===== src/rtl/microwave_defs.sv =====
// Shared definitions for the microwave cook timer: state encoding, BCD limits
// and the default one-second prescaler length.
package microwave_defs;

  typedef enum logic [1:0] {
    IDLE    = 2'd0,
    LOADED  = 2'd1,
    RUNNING = 2'd2,
    PAUSED  = 2'd3
  } state_t;

  // Display digits MM:SS, most significant first, so '0 means 00:00.
  typedef struct packed {
    logic [3:0] min_tens;
    logic [3:0] min_ones;
    logic [3:0] sec_tens;
    logic [3:0] sec_ones;
  } bcd_time_t;

  localparam logic [3:0] BCD_NINE = 4'd9;
  localparam logic [3:0] BCD_FIVE = 4'd5;

  localparam int DEFAULT_TICK_DIV = 100;

endpackage


===== src/rtl/microwave_timer_tick_gen.sv =====
// One-second prescaler: counts enabled cycles and emits a one-cycle tick on
// the cycle whose edge wraps the count back to zero.
module tick_gen #(
  parameter int TICK_DIV = 100
) (
  input  logic clk,
  input  logic resetn,
  input  logic en,
  input  logic clr,
  output logic tick
);

  localparam int CW = (TICK_DIV > 1) ? $clog2(TICK_DIV) : 1;
  localparam logic [CW-1:0] LAST = CW'(TICK_DIV - 1);

  logic [CW-1:0] cnt;

  // NOTE: sequential state is written with non-blocking assignments only, so
  // every register samples the pre-edge values regardless of block order.
  always_ff @(posedge clk or negedge resetn) begin
    if (!resetn) begin
      cnt <= '0;
    end else if (clr || !en) begin
      cnt <= '0;
    end else if (cnt == LAST) begin
      cnt <= '0;
    end else begin
      cnt <= cnt + 1'b1;
    end
  end

  assign tick = en && !clr && (cnt == LAST);

endmodule


===== src/rtl/microwave_timer.sv =====
// Cook-time countdown: keypad digits shift into MM:SS, the count decrements once
// per second while the magnetron latch is on, and zero time is flagged.
module microwave_timer
  import microwave_defs::*;
#(
  parameter int TICK_DIV = DEFAULT_TICK_DIV
) (
  input  logic       clk,
  input  logic       resetn,
  input  logic       clearn,
  input  logic       digit_valid,
  input  logic [3:0] digit,
  input  logic       mag_on,
  output logic [3:0] min_tens,
  output logic [3:0] min_ones,
  output logic [3:0] sec_tens,
  output logic [3:0] sec_ones,
  output logic       timer_done,
  output logic       done_pulse,
  output logic       running
);

  state_t    state;
  bcd_time_t cnt;
  bcd_time_t cnt_dec;
  bcd_time_t cnt_shift;
  logic      tick;
  logic      tick_en;
  logic      is_zero;
  logic      digit_ok;

  // The prescaler only advances while actually cooking; any other cycle,
  // including a pause or a clear, throws away the partial second.
  assign tick_en = clearn && (state == RUNNING) && mag_on;

  tick_gen #(
    .TICK_DIV(TICK_DIV)
  ) u_tick_gen (
    .clk   (clk),
    .resetn(resetn),
    .en    (tick_en),
    .clr   (!tick_en),
    .tick  (tick)
  );

  assign is_zero  = (cnt == '0);
  assign digit_ok = digit_valid && (digit <= BCD_NINE);

  // NOTE: every output of a combinational block gets a default first, so no
  // path leaves it unassigned and no latch is inferred.
  always_comb begin
    cnt_dec = cnt;
    if (cnt.sec_ones != '0) begin
      cnt_dec.sec_ones = cnt.sec_ones - 4'd1;
    end else begin
      cnt_dec.sec_ones = BCD_NINE;
      if (cnt.sec_tens != '0) begin
        cnt_dec.sec_tens = cnt.sec_tens - 4'd1;
      end else begin
        cnt_dec.sec_tens = BCD_FIVE;
        if (cnt.min_ones != '0) begin
          cnt_dec.min_ones = cnt.min_ones - 4'd1;
        end else begin
          cnt_dec.min_ones = BCD_NINE;
          cnt_dec.min_tens = cnt.min_tens - 4'd1;
        end
      end
    end
  end

  assign cnt_shift = {cnt.min_ones, cnt.sec_tens, cnt.sec_ones, digit};

  always_ff @(posedge clk or negedge resetn) begin
    if (!resetn) begin
      state      <= IDLE;
      cnt        <= '0;
      done_pulse <= 1'b0;
    end else begin
      done_pulse <= 1'b0;
      if (!clearn) begin
        state <= IDLE;
        cnt   <= '0;
      end else begin
        case (state)
          IDLE: begin
            // A latched magnetron with no time loaded is logic_control's to drop.
            if (!mag_on && digit_ok) begin
              cnt   <= cnt_shift;
              state <= (cnt_shift != '0) ? LOADED : IDLE;
            end
          end
          LOADED: begin
            if (mag_on) begin
              state <= RUNNING;
            end else if (digit_ok) begin
              cnt   <= cnt_shift;
              state <= (cnt_shift != '0) ? LOADED : IDLE;
            end
          end
          RUNNING: begin
            if (!mag_on) begin
              state <= PAUSED;
            end else if (tick && !is_zero) begin
              cnt <= cnt_dec;
              if (cnt_dec == '0) begin
                state      <= IDLE;
                done_pulse <= 1'b1;
              end
            end
          end
          PAUSED: begin
            if (mag_on) begin
              state <= RUNNING;
            end
          end
          default: state <= IDLE;
        endcase
      end
    end
  end

  assign min_tens   = cnt.min_tens;
  assign min_ones   = cnt.min_ones;
  assign sec_tens   = cnt.sec_tens;
  assign sec_ones   = cnt.sec_ones;
  assign timer_done = is_zero;
  assign running    = (state == RUNNING);

endmodule


===== config.mk =====
export PLATFORM = sky130hd
export DESIGN_NAME = microwave_timer
export DESIGN_NICKNAME = d
export VERILOG_FILES = /design/src/rtl/microwave_defs.sv /design/src/rtl/microwave_timer_tick_gen.sv /design/src/rtl/microwave_timer.sv
export SDC_FILE = /design/constraint.sdc
export NUM_CORES = 1
export LEC_CHECK = 0
export BUFFER_PORTS_ARGS = -buffer_cell sky130_fd_sc_hd__buf_2
export CELL_PAD_IN_SITES_DETAIL_PLACEMENT = 0
export CELL_PAD_IN_SITES_GLOBAL_PLACEMENT = 2
export CORE_ASPECT_RATIO = 0.7
export CORE_MARGIN = 2
export CORE_UTILIZATION = 30
export CTS_BUF_LIST = sky130_fd_sc_hd__clkbuf_2 sky130_fd_sc_hd__clkbuf_4 sky130_fd_sc_hd__clkbuf_8
export DETAILED_ROUTE_END_ITERATION = 7
export GPL_ROUTABILITY_DRIVEN = 0
export PLACE_DENSITY = 0.85
export SLEW_MARGIN = 20
export SYNTH_ARGS = -nofsm -noshare
export SYNTH_HDL_FRONTEND = slang
export SYNTH_SLANG_ARGS = --single-unit

===== constraint.sdc =====
create_clock -name clk -period 2.18 [get_ports clk]
set_clock_uncertainty 0.2 [all_clocks]
set_input_delay 0 -clock clk [delete_from_list [all_inputs] [get_ports clk]]
set_output_delay 0 -clock clk [all_outputs]
set_load 0.05 [all_outputs]

# After elaboration in Yosys (flattened, before gate mapping)
# Cells that the tools add are included.
# Widths: inputs -> output; s select.
# word_totals
regBits	26
in_bits	9
# op_classes
n_lt_le_gt_ge	1
muxes	30
n_eq_ne	14
addsub	5
n_reduce_logical	17
# ops
cell	count
$mux 16	6
$pmux 16 s3	1
$logic_not 16->1	2
$mux 2	8
$mux 4	4
$reduce_bool 16->1	1
$sub 4x1->4 const B	4
$ne 3x3->1 const B	5
$mux 7	2
$mux 12	1
$reduce_bool 4->1	3
$mux 8	1
$ne 4x3->1 const B	2
$pmux 2 s4	1
$add 7x1->7 const B	1
$eq 7x7->1 const B	1
$logic_and 1x1->1	6
$mux 1	6
$reduce_and 6->1	1
$reduce_and 5->1	1
$eq 2x2->1 const B	2
$le 4x4->1 const B	1
$ne 4x1->1 const B	1
$ne 4x4->1 const B	1
4 further kinds	5

# Logic depth before layout (Yosys ltp)
# depth
ltp_word	10
depth_mapped	8
mapped_depth_nobuf	6

# By module
# Synthesis repeated with hierarchy kept, for this count alone.
# hier_totals
hier_cells	198
area_unflattened_um2	1810.5
# by_module_without_submodules
mod	area_per_inst_um2	cells_each	n_inst
microwave_timer	1443.9	164	1
tick_gen	366.6	34	1

# Least setup slack after synthesis
# No wires, ideal clock.
# synth_timing
path_type	flip-flop to flip-flop
start	reg cnt, in the netlist sec_ones[1]
end	reg cnt, in the netlist min_tens[1]
n_path_buf	3
path_stages_with_launch	9
required_ns	1.861
period_less_slack_ns	2.642
arrival_ns	2.323
path_slack_ns	-0.462
path_cell_list	dfrtp_1 -> buf_6 -> or4_4 -> buf_6 -> or4_4 -> buf_6 -> nand3_1 -> o311ai_1 -> o21a_1
# synth_via
elab_chain_cells	6
word_cells_on_any_way	11
cone_classes	1 x eq/ne; 5 x mux; 5 x reduce/logical
# synth_lines
item	line_no	text
start: declaration	microwave_timer.sv:24	bcd_time_t cnt;
start signal: assignment	microwave_timer.sv:88	cnt <= cnt_shift;
start signal: assignment	microwave_timer.sv:96	cnt <= cnt_shift;
start signal: assignment	microwave_timer.sv:104	cnt <= cnt_dec;
$reduce_bool 4->1	microwave_timer.sv:53	if (cnt.sec_ones != '0) begin
$mux 12	microwave_timer.sv:53	
$mux 16	microwave_timer.sv:103	end else if (tick && !is_zero) begin
$mux 16	microwave_timer.sv:101	if (!mag_on) begin
$pmux 16 s3	microwave_timer.sv:84	case (state)
$mux 16	microwave_timer.sv:80	if (!clearn) begin
# Parallel ways exist; a longest one is shown, timed or not. The select of a mux whose other input is x is not followed.
# A chain may end at the register's enable or synchronous reset.

# Worst setup path in the final report
# layout_timing
start	reg cnt, in the netlist min_ones[0]
end	reg state[1]
# layout_via
elab_chain_cells	7
word_cells_on_any_way	13
cone_classes	1 x add/sub; 2 x eq/ne; 4 x mux; 6 x reduce/logical
# layout_lines
item	line_no	text
$sub 4x1->4 or $reduce_bool 4->1 (tied branches)	microwave_timer.sv:62, microwave_timer.sv:61	
$mux 4	microwave_timer.sv:61	if (cnt.min_ones != '0) begin
$mux 8	microwave_timer.sv:57	if (cnt.sec_tens != '0) begin
$mux 12	microwave_timer.sv:53	
$logic_not 16->1	microwave_timer.sv:105	if (cnt_dec == '0) begin
$ne 4x3->1 (no line)	--	
$reduce_and 5->1 (no line) *	--	
end signal: assignment	microwave_timer.sv:89	state <= (cnt_shift != '0) ? LOADED : IDLE;
end signal: assignment	microwave_timer.sv:97	state <= (cnt_shift != '0) ? LOADED : IDLE;
end: declaration	microwave_timer.sv:23	state_t state;
# Every way passes the cells marked *; elsewhere a longest branch is shown, timed or not.

==> run metrics <==
status=finished, violations left; violated checks=negative setup slack; Post-synth EDFFs=0; library cell contributing the largest single delay on the critical path=sky130_fd_sc_hd__or4_4; post-synthesis sequential area ratio=0.371; Overflow after GRT=0; share of the clock period used by the worst path after layout=1.01; synthesis-stage register bit count=26; Cell Chain, Critical Path=or4_4 -> or4_4 -> a22oi_2 -> o31ai_1 -> a21oi_1; Layout fillers=592; final routed DRC violation total=0; crit path max fanout=6; number of non-filler instances in the completed layout=approximately 340; Max Buffers Root-to-Sink=2; largest vdd supply drop=approximately 0.26 mV; area growth from synthesis to layout=35.9%; clock transition at the registers of the reported paths=around 100 ps; number of global-route vias before repair=about 1600; async set-reset flop share out of synthesis=1.00; total number of vias=1791; CP top delay family=simple AND/OR/NAND/NOR gates; total die area=0.00649 sq mm; final number of setup-violating endpoints=3; final critical-path setup slack=-31.8 ps; PD cells=501 mW/mm^2; Avg Synthesized Cell Area=8.44 sq um; biggest cell delay along the critical path=560 ps; DP Wirelength=3.94 mm; violation count after the first detailed-routing iteration=slightly above 70; Die Span Y=68 microns; row count=23; maximum number of pins on one net before global-route repair=27; most frequent standard cell in the layout excluding fill and tap cells=sky130_fd_sc_hd__buf_4; number of placed cells counting well taps=~330; number of inserted diodes=0; fraction of layout instances using a drive strength above 1=0.350; count of pins over their slew limit=0; commonest cells after routing, fill and taps aside=sky130_fd_sc_hd__buf_4, sky130_fd_sc_hd__buf_2, sky130_fd_sc_hd__nand2_1; final critical path time including I/O delays and setup=2210 ps; Initial Util=0.308; deepest level of the CTS H-tree=1; leakage power=about 1.1 nW; final std cell area, no fill=0.00238 sq mm; Top FF cell, synth=sky130_fd_sc_hd__dfrtp_1; summed instance area of the synthesized netlist=between 0.0015 and 0.002 sq mm; most used cell, CP=sky130_fd_sc_hd__or4_4; count of input and output buffers=27; Worst Path Arrival=~2200 ps; Worst Setup Start Kind=flop; pin slew with the least headroom to its limit=629 ps; worst slew slack as a fraction of its limit=0.580; Final Hold Vio Count=0; placement-stage worst setup slack=-10.5 ps; Worst-Skew Late Latency=270 ps; antenna violation net count after detailed routing=0; per-cell routed wire length=15.8 microns; setup repair after global routing missed its margin=true; Core ar.=0.00570 sq mm; maximum achievable frequency=452 MHz; endpoint required time on the critical path=2180 ps; instance count of the mapped netlist=208; total clock buffers created by CTS=3; number of different library cells in the post-synthesis netlist=52; clock root buffer=sky130_fd_sc_hd__clkbuf_8; WHS=around 9.9 ps; area of placed instances=0.00215 sq mm; start-to-end type of the worst setup path=reg2reg; Tot GR Track Use=0.173; antenna violations before repair=0; TritonCTS clock tree=done; number of synthesis warnings=0; number of detailed-route iterations in the first pass=4; wire length of the first global-routing pass=8.60 mm; type of destination of the critical path=flop; fin nets=around 280; routed via count divided by cell count=around 5.3; Hold Path Class=in2reg; sum of routed wire length over all layers=5.39 mm; total I/O pin count=28; number of clock sinks=26; Syn Nets=between 200 and 250; Die Wd=around 95 microns; worst path buffer plus inverter count=0; # Max-Cap Violations=0
==> flip-flops by register name (all words and copies together), names as in the netlist <==
name,cells
sec_tens,4
sec_ones,4
min_tens,4
state,2
done_pulse,1
u_tick_gen.cnt,7
min_ones,4
==> cell families (layout without fill, tap and decap cells) <==
kind of cell / Yosys count / in the layout / share of synthesized area
AND/OR/NAND/NOR: 92 / 92 / 0.273
AO/OA/AOI/OAI: 55 / 55 / 0.213
flip-flops: 26 / 26 / 0.371
buffers and inverters: 24 / 82 / 0.0805
XOR/XNOR: 6 / 6 / 0.0299
adder cells (fa/ha/maj): 3 / 3 / 0.0214
multiplexers: 2 / 2 / 0.0114
==> cells in the mapped netlist, types with 4 or more instances <==
library cell	instances	share of area
sky130_fd_sc_hd__inv_1	7	0.015
sky130_fd_sc_hd__dfrtp_1	26	0.37
sky130_fd_sc_hd__nand2_1	23	0.049
sky130_fd_sc_hd__o31ai_1	4	0.017
sky130_fd_sc_hd__nor4_1	4	0.014
sky130_fd_sc_hd__xnor2_1	4	0.020
sky130_fd_sc_hd__buf_6	5	0.032
sky130_fd_sc_hd__clkbuf_1	9	0.019
sky130_fd_sc_hd__nor2_1	22	0.047
sky130_fd_sc_hd__a31oi_1	4	0.014
sky130_fd_sc_hd__nand3_1	11	0.031
sky130_fd_sc_hd__o21ai_0	8	0.023
sky130_fd_sc_hd__o211ai_1	6	0.026
sky130_fd_sc_hd__nor3_1	9	0.026
sky130_fd_sc_hd__a21oi_1	13	0.037
==> final cells by class <==
cell class | count | area [sq um] | area share
inverters | 8 | 30.0 | 0.0126
well taps | 75 | 93.8 | 0.0393
clock buffers | 4 | 55.1 | 0.0231
multi-input cells | 158 | 1050 | 0.442
flip-flops and latches | 26 | 657 | 0.275
repair buffers | 70 | 495 | 0.208
==> where the power goes <==
part | switching (mW) | total, mW | internal (mW)
logic | 0.224 | 0.367 | 0.143
registers | 0.0101 | 0.502 | 0.492
clock network | 0.163 | 0.325 | 0.162
==> what timing repair did <==
| item | in CTS | in global routing |
|---|---|---|
| endpoints found under the hold margin | 32 | 0 |
| endpoints found under the setup margin | 5 | 19 |
| hold buffers | 7 | 0 |
| pin swaps | 1 | 3 |
| setup buffers | 2 | 1 |
| resized for setup | 3 | 12 |
==> metrics by stage <==
| step | util | TNS (ps) | total power, mW |
|---|---|---|---|
| finish | 0.419 | -82.9 | 1.19 |
| global placement | 0.377 | 0 | 0.849 |
| detailed placement | 0.377 | -12.4 | 0.848 |
| floorplan | - | -2110 | 0.739 |
| CTS | 0.405 | -26.0 | 1.19 |
| global route | 0.419 | -230 | 1.26 |
==> worst min-delay path, stage by stage <==
cell and delay (ps):
sky130_fd_sc_hd__buf_2 110, sky130_fd_sc_hd__buf_4 200, sky130_fd_sc_hd__nand2_1 80, sky130_fd_sc_hd__o22ai_1 60
==> routing by layer <==
layer	wire, microns	part of all wire	global-route usage
met4	0	0	0.0161
met1	2860	0.53	0.281
met5	0	0	0
met2	2190	0.41	0.235
met3	334	0.062	0.0363
==> worst paths after layout <==
check                                       start           endpoint  slack, ps  cells past startpoint
worst min register to register  u_tick_gen.cnt[0]  u_tick_gen.cnt[0]        350                      2
worst min-delay path                       clearn        sec_ones[3]         10                      4
max in group asynchronous                  resetn        sec_ones[0]       1270                      2
worst max register to register        min_ones[0]           state[1]        -30                      5
min in group asynchronous                  resetn        sec_tens[1]         70                      2
worst max-delay path                  min_ones[0]           state[1]        -30                      5
(Power assumes the default switching activity.)
